$ cat src/rtl/sync_fifo_param.sv
// Parametrised single-clock valid/ready FIFO with first-word fall-through output,
// fill-level reporting, almost-full/empty flags, synchronous flush and a high-water mark.
module sync_fifo_param #(
  parameter int unsigned DATA_W    = 33,
  parameter int unsigned DEPTH     = 16,
  parameter int unsigned AF_THRESH = DEPTH - 2,
  parameter int unsigned AE_THRESH = 2,
  localparam int unsigned CNT_W    = $clog2(DEPTH + 1)
) (
  input  logic              clk,
  input  logic              rst,
  input  logic              flush,
  input  logic              upstr_d_valid,
  input  logic [DATA_W-1:0] upstr_data,
  output logic              upstr_d_ready,
  output logic              downstr_d_valid,
  output logic [DATA_W-1:0] downstr_data,
  input  logic              downstr_d_ready,
  output logic [CNT_W-1:0]  fill_level,
  output logic              almost_full,
  output logic              almost_empty,
  output logic [CNT_W-1:0]  max_level
);

  localparam int unsigned PTR_W = $clog2(DEPTH);

  logic [DATA_W-1:0] mem [DEPTH];

  logic [PTR_W-1:0] wr_ptr_q, wr_ptr_d;
  logic [PTR_W-1:0] rd_ptr_q, rd_ptr_d;
  logic [CNT_W-1:0] count_q, count_d;
  logic [CNT_W-1:0] max_q, max_d;

  logic full;
  logic push;
  logic pop;

  assign full = (count_q == CNT_W'(DEPTH));

  // Ready is gated by rst so it drops the instant reset asserts, not at the next edge.
  assign upstr_d_ready   = ~full & ~rst;
  assign downstr_d_valid = (count_q != '0);
  assign downstr_data    = mem[rd_ptr_q];

  // A flush cycle discards any handshake presented alongside it.
  assign push = upstr_d_valid & upstr_d_ready & ~flush;
  assign pop  = downstr_d_valid & downstr_d_ready & ~flush;

  assign fill_level   = count_q;
  assign max_level    = max_q;
  assign almost_full  = (count_q >= CNT_W'(AF_THRESH));
  assign almost_empty = (count_q <= CNT_W'(AE_THRESH));

  always_comb begin
    wr_ptr_d = wr_ptr_q;
    rd_ptr_d = rd_ptr_q;
    count_d  = count_q;
    max_d    = max_q;
    if (flush) begin
      wr_ptr_d = '0;
      rd_ptr_d = '0;
      count_d  = '0;
      max_d    = '0;
    end else begin
      if (push) wr_ptr_d = wr_ptr_q + PTR_W'(1);
      if (pop)  rd_ptr_d = rd_ptr_q + PTR_W'(1);
      unique case ({push, pop})
        2'b10:   count_d = count_q + CNT_W'(1);
        2'b01:   count_d = count_q - CNT_W'(1);
        default: count_d = count_q;
      endcase
      // count never exceeds DEPTH, so the mark saturates there naturally.
      if (count_d > max_q) max_d = count_d;
    end
  end

  always_ff @(posedge clk or posedge rst) begin
    if (rst) begin
      wr_ptr_q <= '0;
      rd_ptr_q <= '0;
      count_q  <= '0;
      max_q    <= '0;
    end else begin
      wr_ptr_q <= wr_ptr_d;
      rd_ptr_q <= rd_ptr_d;
      count_q  <= count_d;
      max_q    <= max_d;
    end
  end

  // Storage carries no reset; contents are only meaningful below count.
  always_ff @(posedge clk) begin
    if (push) mem[wr_ptr_q] <= upstr_data;
  end

endmodule

$ cat config.mk
export PLATFORM = sky130hd
export DESIGN_NAME = sync_fifo_param
export DESIGN_NICKNAME = d
export VERILOG_FILES = /design/src/rtl/sync_fifo_param.sv
export SDC_FILE = /design/constraint.sdc
export NUM_CORES = 1
export LEC_CHECK = 0
export ABC_AREA = 1
export CORE_ASPECT_RATIO = 0.6
export CORE_MARGIN = 1
export CORE_UTILIZATION = 40
export DETAILED_ROUTE_END_ITERATION = 16
export GPL_ROUTABILITY_DRIVEN = 0
export MAX_ROUTING_LAYER = met4
export PLACE_DENSITY = 0.61
export SLEW_MARGIN = 10
export SYNTH_ARGS = -nofsm -noshare
export SYNTH_HDL_FRONTEND = slang
export SYNTH_SLANG_ARGS = --single-unit
export TNS_END_PERCENT = 100
$ cat constraint.sdc
create_clock -name clk -period 4.6 [get_ports clk]
set_clock_uncertainty 0.15 [all_clocks]
set_input_delay 0.92 -clock clk [delete_from_list [all_inputs] [get_ports clk]]
set_output_delay 0.92 -clock clk [all_outputs]
set_load 0.005 [all_outputs]
=== After elaboration in Yosys (flattened, before gate mapping) ===
Memory sizes are Yosys's and may differ from the RTL's.
Cells that the tools add are included.

* Flip-flop bits (word level): 18
* Bits in latches: 0
* RAM bits: 528
* ROM bits: 0
* Output and inout port bits: 47
* Memories kept: 1

{| class="wikitable"
|+ Memories
! name !! words !! bits a word !! rd ports !! clocked after memory_dff !! wr ports !! RTL line !! RTL
|-
| mem || 16 || 33 || 1 || 0 || 1 || 27 || <nowiki>logic [DATA_W-1:0] mem [DEPTH];</nowiki>
|}

* Add/sub/neg operators: 4
* $mul: 0
* Div/mod/pow operators: 0
* Magnitude comparators: 3
* Equal/unequal tests: 3
* Shift operators: 0
* Mux-type cells: 11
* Bitwise operators: 8
* Reductions and logical operators: 4

{| class="wikitable"
|+ Operator list
! cell !! count
|-
| $mux 5 || 4
|-
| $mux 4 || 4
|-
| $pmux 5 s2 || 1
|-
| $add 4x1->4 const B || 2
|-
| $reduce_bool 2->1 || 3
|-
| $add 5x1->5 const B || 1
|-
| $and 1x1->1 || 5
|-
| $eq 5x5->1 const B || 1
|-
| $ge 5x4->1 const B || 1
|-
| $gt 5x5->1 || 1
|-
| $le 5x2->1 const B || 1
|-
| $reduce_bool 5->1 || 1
|-
| $sub 5x1->5 const B || 1
|-
| $not 1->1 || 3
|-
| $eq 2x1->1 const B || 1
|-
| $eq 2x2->1 const B || 1
|-
| $mux 1 || 2
|}

=== Logic depth before layout (Yosys ltp) ===
* Depth in word-level cells: 11
* Mapped depth: 27

=== Worst setup path after synthesis ===
No wires, ideal clock.

* Path type: input port to flip-flop
* Start: input port rst
* End: memory mem[10][0] (enable)
* Setup time: 0.464 ns
* Data arrival time: 4.209 ns
* Setup slack: -0.224 ns
* Stages: 5
* Cells stage by stage: inv_1 nand3_1 nor2_4 inv_2 nor3_1

* Word-level cells in the longest chain between the ends: 6

{| class="wikitable"
|+ Ends and longest elaborated chain
! element !! RTL line !! RTL
|-
| start, declared || 11 || <nowiki>input logic rst,</nowiki>
|-
| $not 1->1 || 41 || <nowiki>assign upstr_d_ready = ~full & ~rst;</nowiki>
|-
| $and 1x1->1 || 41 ||
|-
| $and 1x1->1 (2 in a row) || 46 || <nowiki>assign push = upstr_d_valid & upstr_d_ready & ~flush;</nowiki>
|-
| $mux 1 || 93 || <nowiki>if (push) mem[wr_ptr_q] <= upstr_data;</nowiki>
|-
| $mux 1 (implied by the code) || 93 ||
|-
| end, declared || 27 ||
|}

No other way between the ends.

=== Final worst setup path ===
* Start: register rd_ptr_q[0]
* End: output port downstr_data[0]

* Word-level cells in the longest chain between the ends: 1

{| class="wikitable"
|+ Ends and longest elaborated chain
! element !! RTL line !! RTL
|-
| start, declared || 30 || <nowiki>logic [PTR_W-1:0] rd_ptr_q, rd_ptr_d;</nowiki>
|-
| start signal, assigned || 85 || <nowiki>rd_ptr_q <= rd_ptr_d;</nowiki>
|-
| $mem_v2 16x33 || - ||
|-
| end, declared || 17 || <nowiki>output logic [DATA_W-1:0] downstr_data,</nowiki>
|}

No other way between the ends.

==> impl_metrics.env <==
export IMPL_status="completed"
export IMPL_vias=13900
export IMPL_cp_start_kind="flop"
export IMPL_drive_gt1_share_pct=8.49
export IMPL_cts_tree="built"
export IMPL_ys_seq_area_share_pct=71.0
export IMPL_path_cells="buf_4 -> o211ai_1 -> nand3_1 -> nand3_1 -> nand2_1 -> clkdlybuf4s50_1"
export IMPL_clockBufferDepth=3
export IMPL_die_x_um=311
export IMPL_initial_utilization_pct=40.8
export IMPL_route_detailed_drc=0
export IMPL_end_kind="output pin"
export IMPL_hold_depth=2
export IMPL_reg2reg_slack_ns=0.50
export IMPL_area_growth_synth_to_final_pct=14.0
export IMPL_cts_root_buf="clkbuf_16"
export IMPL_clock_fmax_mhz=237
export IMPL_crit_buf_inv=2
export IMPL_holdCritStartpoint="max_level[4]"
export IMPL_cts_sinks=546
export IMPL_grt_max_degree=100
export IMPL_min_path_type="reg2reg"
export IMPL_post_route_min_period_ns=4.22
export IMPL_syn_area_um2=23000
export IMPL_critPathKind="reg2out"
export IMPL_cts_resized_gates=0
export IMPL_met3_usage_pct=3.04
export IMPL_ys_ff_latch=546
export IMPL_cpMostUsedCell="nand3_1"
export IMPL_io_pins=85
export IMPL_drt_initial_drc_count=1316
export IMPL_finalSetupViolCount=0
export IMPL_cp_max_fo=61
export IMPL_core_um2=56300
export IMPL_critPathArrivalTime_ns=3.15
export IMPL_fp_dieH_um=188
export IMPL_timing_hold_violations_final=0
export IMPL_drv_cap=0
export IMPL_use_met1_pct=26.7
export IMPL_grt_pass1_wl_mm=81.3
export IMPL_overflow=0
export IMPL_r2r_start="fill_level[3]"
export IMPL_synth_nets=1904
export IMPL_avgViaCountPerCell=5.12
export IMPL_crit_slowest_cell="dfrtp_4"
export IMPL_layout_common_cells="528 x edfxtp_1, 292 x inv_1, 217 x nand2_1, 213 x nand3_1, 132 x o211ai_1"
export IMPL_crit_family="buffers and inverters"
export IMPL_gr_usage_met2_pct=28.4
export IMPL_grt_use_total_pct=18.7
export IMPL_placedInstanceArea_um2=24500
export IMPL_place_port_buffers=84
export IMPL_syn_inst=1851
export IMPL_dr_pass1_iters=5
export IMPL_worst_path_largest_cell_delay_ns=0.89
export IMPL_wire_per_inst_um=19.4
export IMPL_peakVddDrop_mv=0.265
export IMPL_fillers=4964
export IMPL_reg2reg_to="max_level[3]"
export IMPL_num_nets_final=1968
export IMPL_dieArea_um2=58400
export IMPL_ctsHoldBuffers=0
export IMPL_tns_ns=0
export IMPL_final_area_um2=26200
export IMPL_cts_made_buffers=50
export IMPL_antenna_found_initial=2
export IMPL_htreeDepth=2
export IMPL_worst_slew_pin_slew_ns=1.07
export IMPL_power_density_nw_per_um2=423
export IMPL_rr_worst_depth=24
export IMPL_whs_ns=0.408
export IMPL_final_common_cell="edfxtp_1"
export IMPL_wirelength_mm=52.7
export IMPL_grt_pass1_vias=13200
export IMPL_path_clk_slew_ns=0.07
export IMPL_min_period_over_period_pct=91.7
export IMPL_slew_violations=0
export IMPL_rsz0062_at_grt="false"
export IMPL_grt_busiest_layer="met2"
export IMPL_relSlewSlack_pct=28.7
export IMPL_holdPathEnd="max_level[4]"
export IMPL_place_hpwl_mm=27.1
export IMPL_p_leak_nw=9.18
export IMPL_syn_avg_cell_area_um2=12.4
export IMPL_final_antenna_net_count=0
export IMPL_cp_required_ns=3.53
export IMPL_synth_cell_types=31
export IMPL_yosys_warnings=0
export IMPL_row_count=67
export IMPL_worst_skew_pair_late_latency_ns=0.58
export IMPL_cts_setup_buffers=0
## layer usage
metal,wire length [um],up-vias
li1,-,6663
met1,25200,6783
met2,23600,399
met3,3130,71
met4,769,0
met5,0,-
## worst max-delay path by stage
stage                             start          endpoint  slack (ns)  depth (start not counted)
final                       rd_ptr_q[0]   downstr_data[0]        0.38                          6
after floorplan                     rst        mem[10][0]       -0.22                          5
after CTS                   rd_ptr_q[0]  downstr_data[32]        0.35                          6
after detailed placement          flush      max_level[3]       0.003                         22
after global routing      fill_level[3]      max_level[0]        0.12                         24
after global placement            flush      max_level[4]        0.18                         22
## cell usage after synthesis
| master | n | area share, % |
|---|---|---|
| xor2_1 | 1 | 0.038 |
| o31ai_1 | 1 | 0.033 |
| nor3b_1 | 1 | 0.033 |
| nor2_1 | 22 | 0.36 |
| clkinv_1 | 1 | 0.016 |
| buf_1 | 6 | 0.098 |
| edfxtp_1 | 528 | 69 |
| buf_8 | 1 | 0.065 |
| or2_2 | 1 | 0.027 |
| clkbuf_1 | 23 | 0.38 |
| dfrtp_1 | 18 | 2.0 |
| nand4_1 | 3 | 0.082 |
| a21oi_2 | 20 | 0.76 |
| fa_1 | 1 | 0.087 |
| o21ai_1 | 82 | 1.8 |
| buf_4 | 5 | 0.16 |
| ha_1 | 14 | 0.76 |
| nand3_1 | 213 | 4.6 |
| buf_6 | 40 | 2.0 |
| inv_2 | 2 | 0.033 |
| o21ai_0 | 57 | 1.2 |
| nor2_4 | 1 | 0.049 |
| nand2_1 | 217 | 3.5 |
| o211ai_1 | 132 | 4.3 |
| buf_2 | 29 | 0.63 |
| a21oi_1 | 117 | 2.5 |
| nand3b_1 | 1 | 0.033 |
| buf_12 | 1 | 0.087 |
| clkbuf_2 | 9 | 0.20 |
| nor3_1 | 12 | 0.26 |
| inv_1 | 292 | 4.8 |
## sequential cells by signal, indices dropped and copies added, names as in the netlist
signal / cells
fill_level: 5
rd_ptr_q: 4
wr_ptr_q: 4
mem: 528
max_level: 5
## worst register-to-register path: stages, from the launching register on
cell	delay [ns]
dfrtp_1	0.45
nor2_1	0.22
nand4_1	0.15
nand3_1	0.20
nor2_4	0.07
inv_2	0.20
ha_1	0.30
inv_1	0.10
fa_1	0.38
inv_1	0.11
nand2_1	0.09
nand2_1	0.12
nand2_1	0.08
nand2_1	0.08
nand3_1	0.14
nand2_1	0.12
inv_1	0.05
ha_1	0.28
nand2_1	0.08
nor3_1	0.17
nor2_1	0.07
nor2_1	0.12
inv_1	0.11
nand3_1	0.08
nand2_1	0.05
## report_power, final
part	switching, mW	leakage (nW)	internal [mW]
clock	1.85	0.811	2.43
sequential	0.0652	4.99	5.49
combinational	0.757	3.37	0.507
total	2.67	9.18	8.42
## stage by stage
step	std cells	util (%)	power, mW	setup WS [ns]
global route	2717	46.6	11.5	0.119
global placement	2622	43.6	6.90	0.179
finish	2717	46.6	11.1	0.382
floorplan	1851	-	6.57	-0.224
detailed placement	2622	43.6	6.92	0.00274
CTS	2715	46.6	11.2	0.347
## area by class of cell
type	instances	area, um^2	area share [%]
clock buffers	58	1300	4.97
diodes	2	5.00	0.0191
multi-input cells	896	4830	18.5
well taps	759	950	3.63
inverters	295	1110	4.23
clock inverters	35	358	1.37
flip-flops and latches	546	16300	62.3
repair buffers	126	1320	5.04
## cell families after synthesis
logic type                 synth area share (%)
AOI/OAI and AO/OA                          10.7
xor gates and xnor gates                 0.0381
DFF                                        71.0
adders and majority gates                 0.850
and+or+nand+nor                            9.03
buffers and inverters                      8.40
Note: power is estimated with default switching activity, not from simulation.
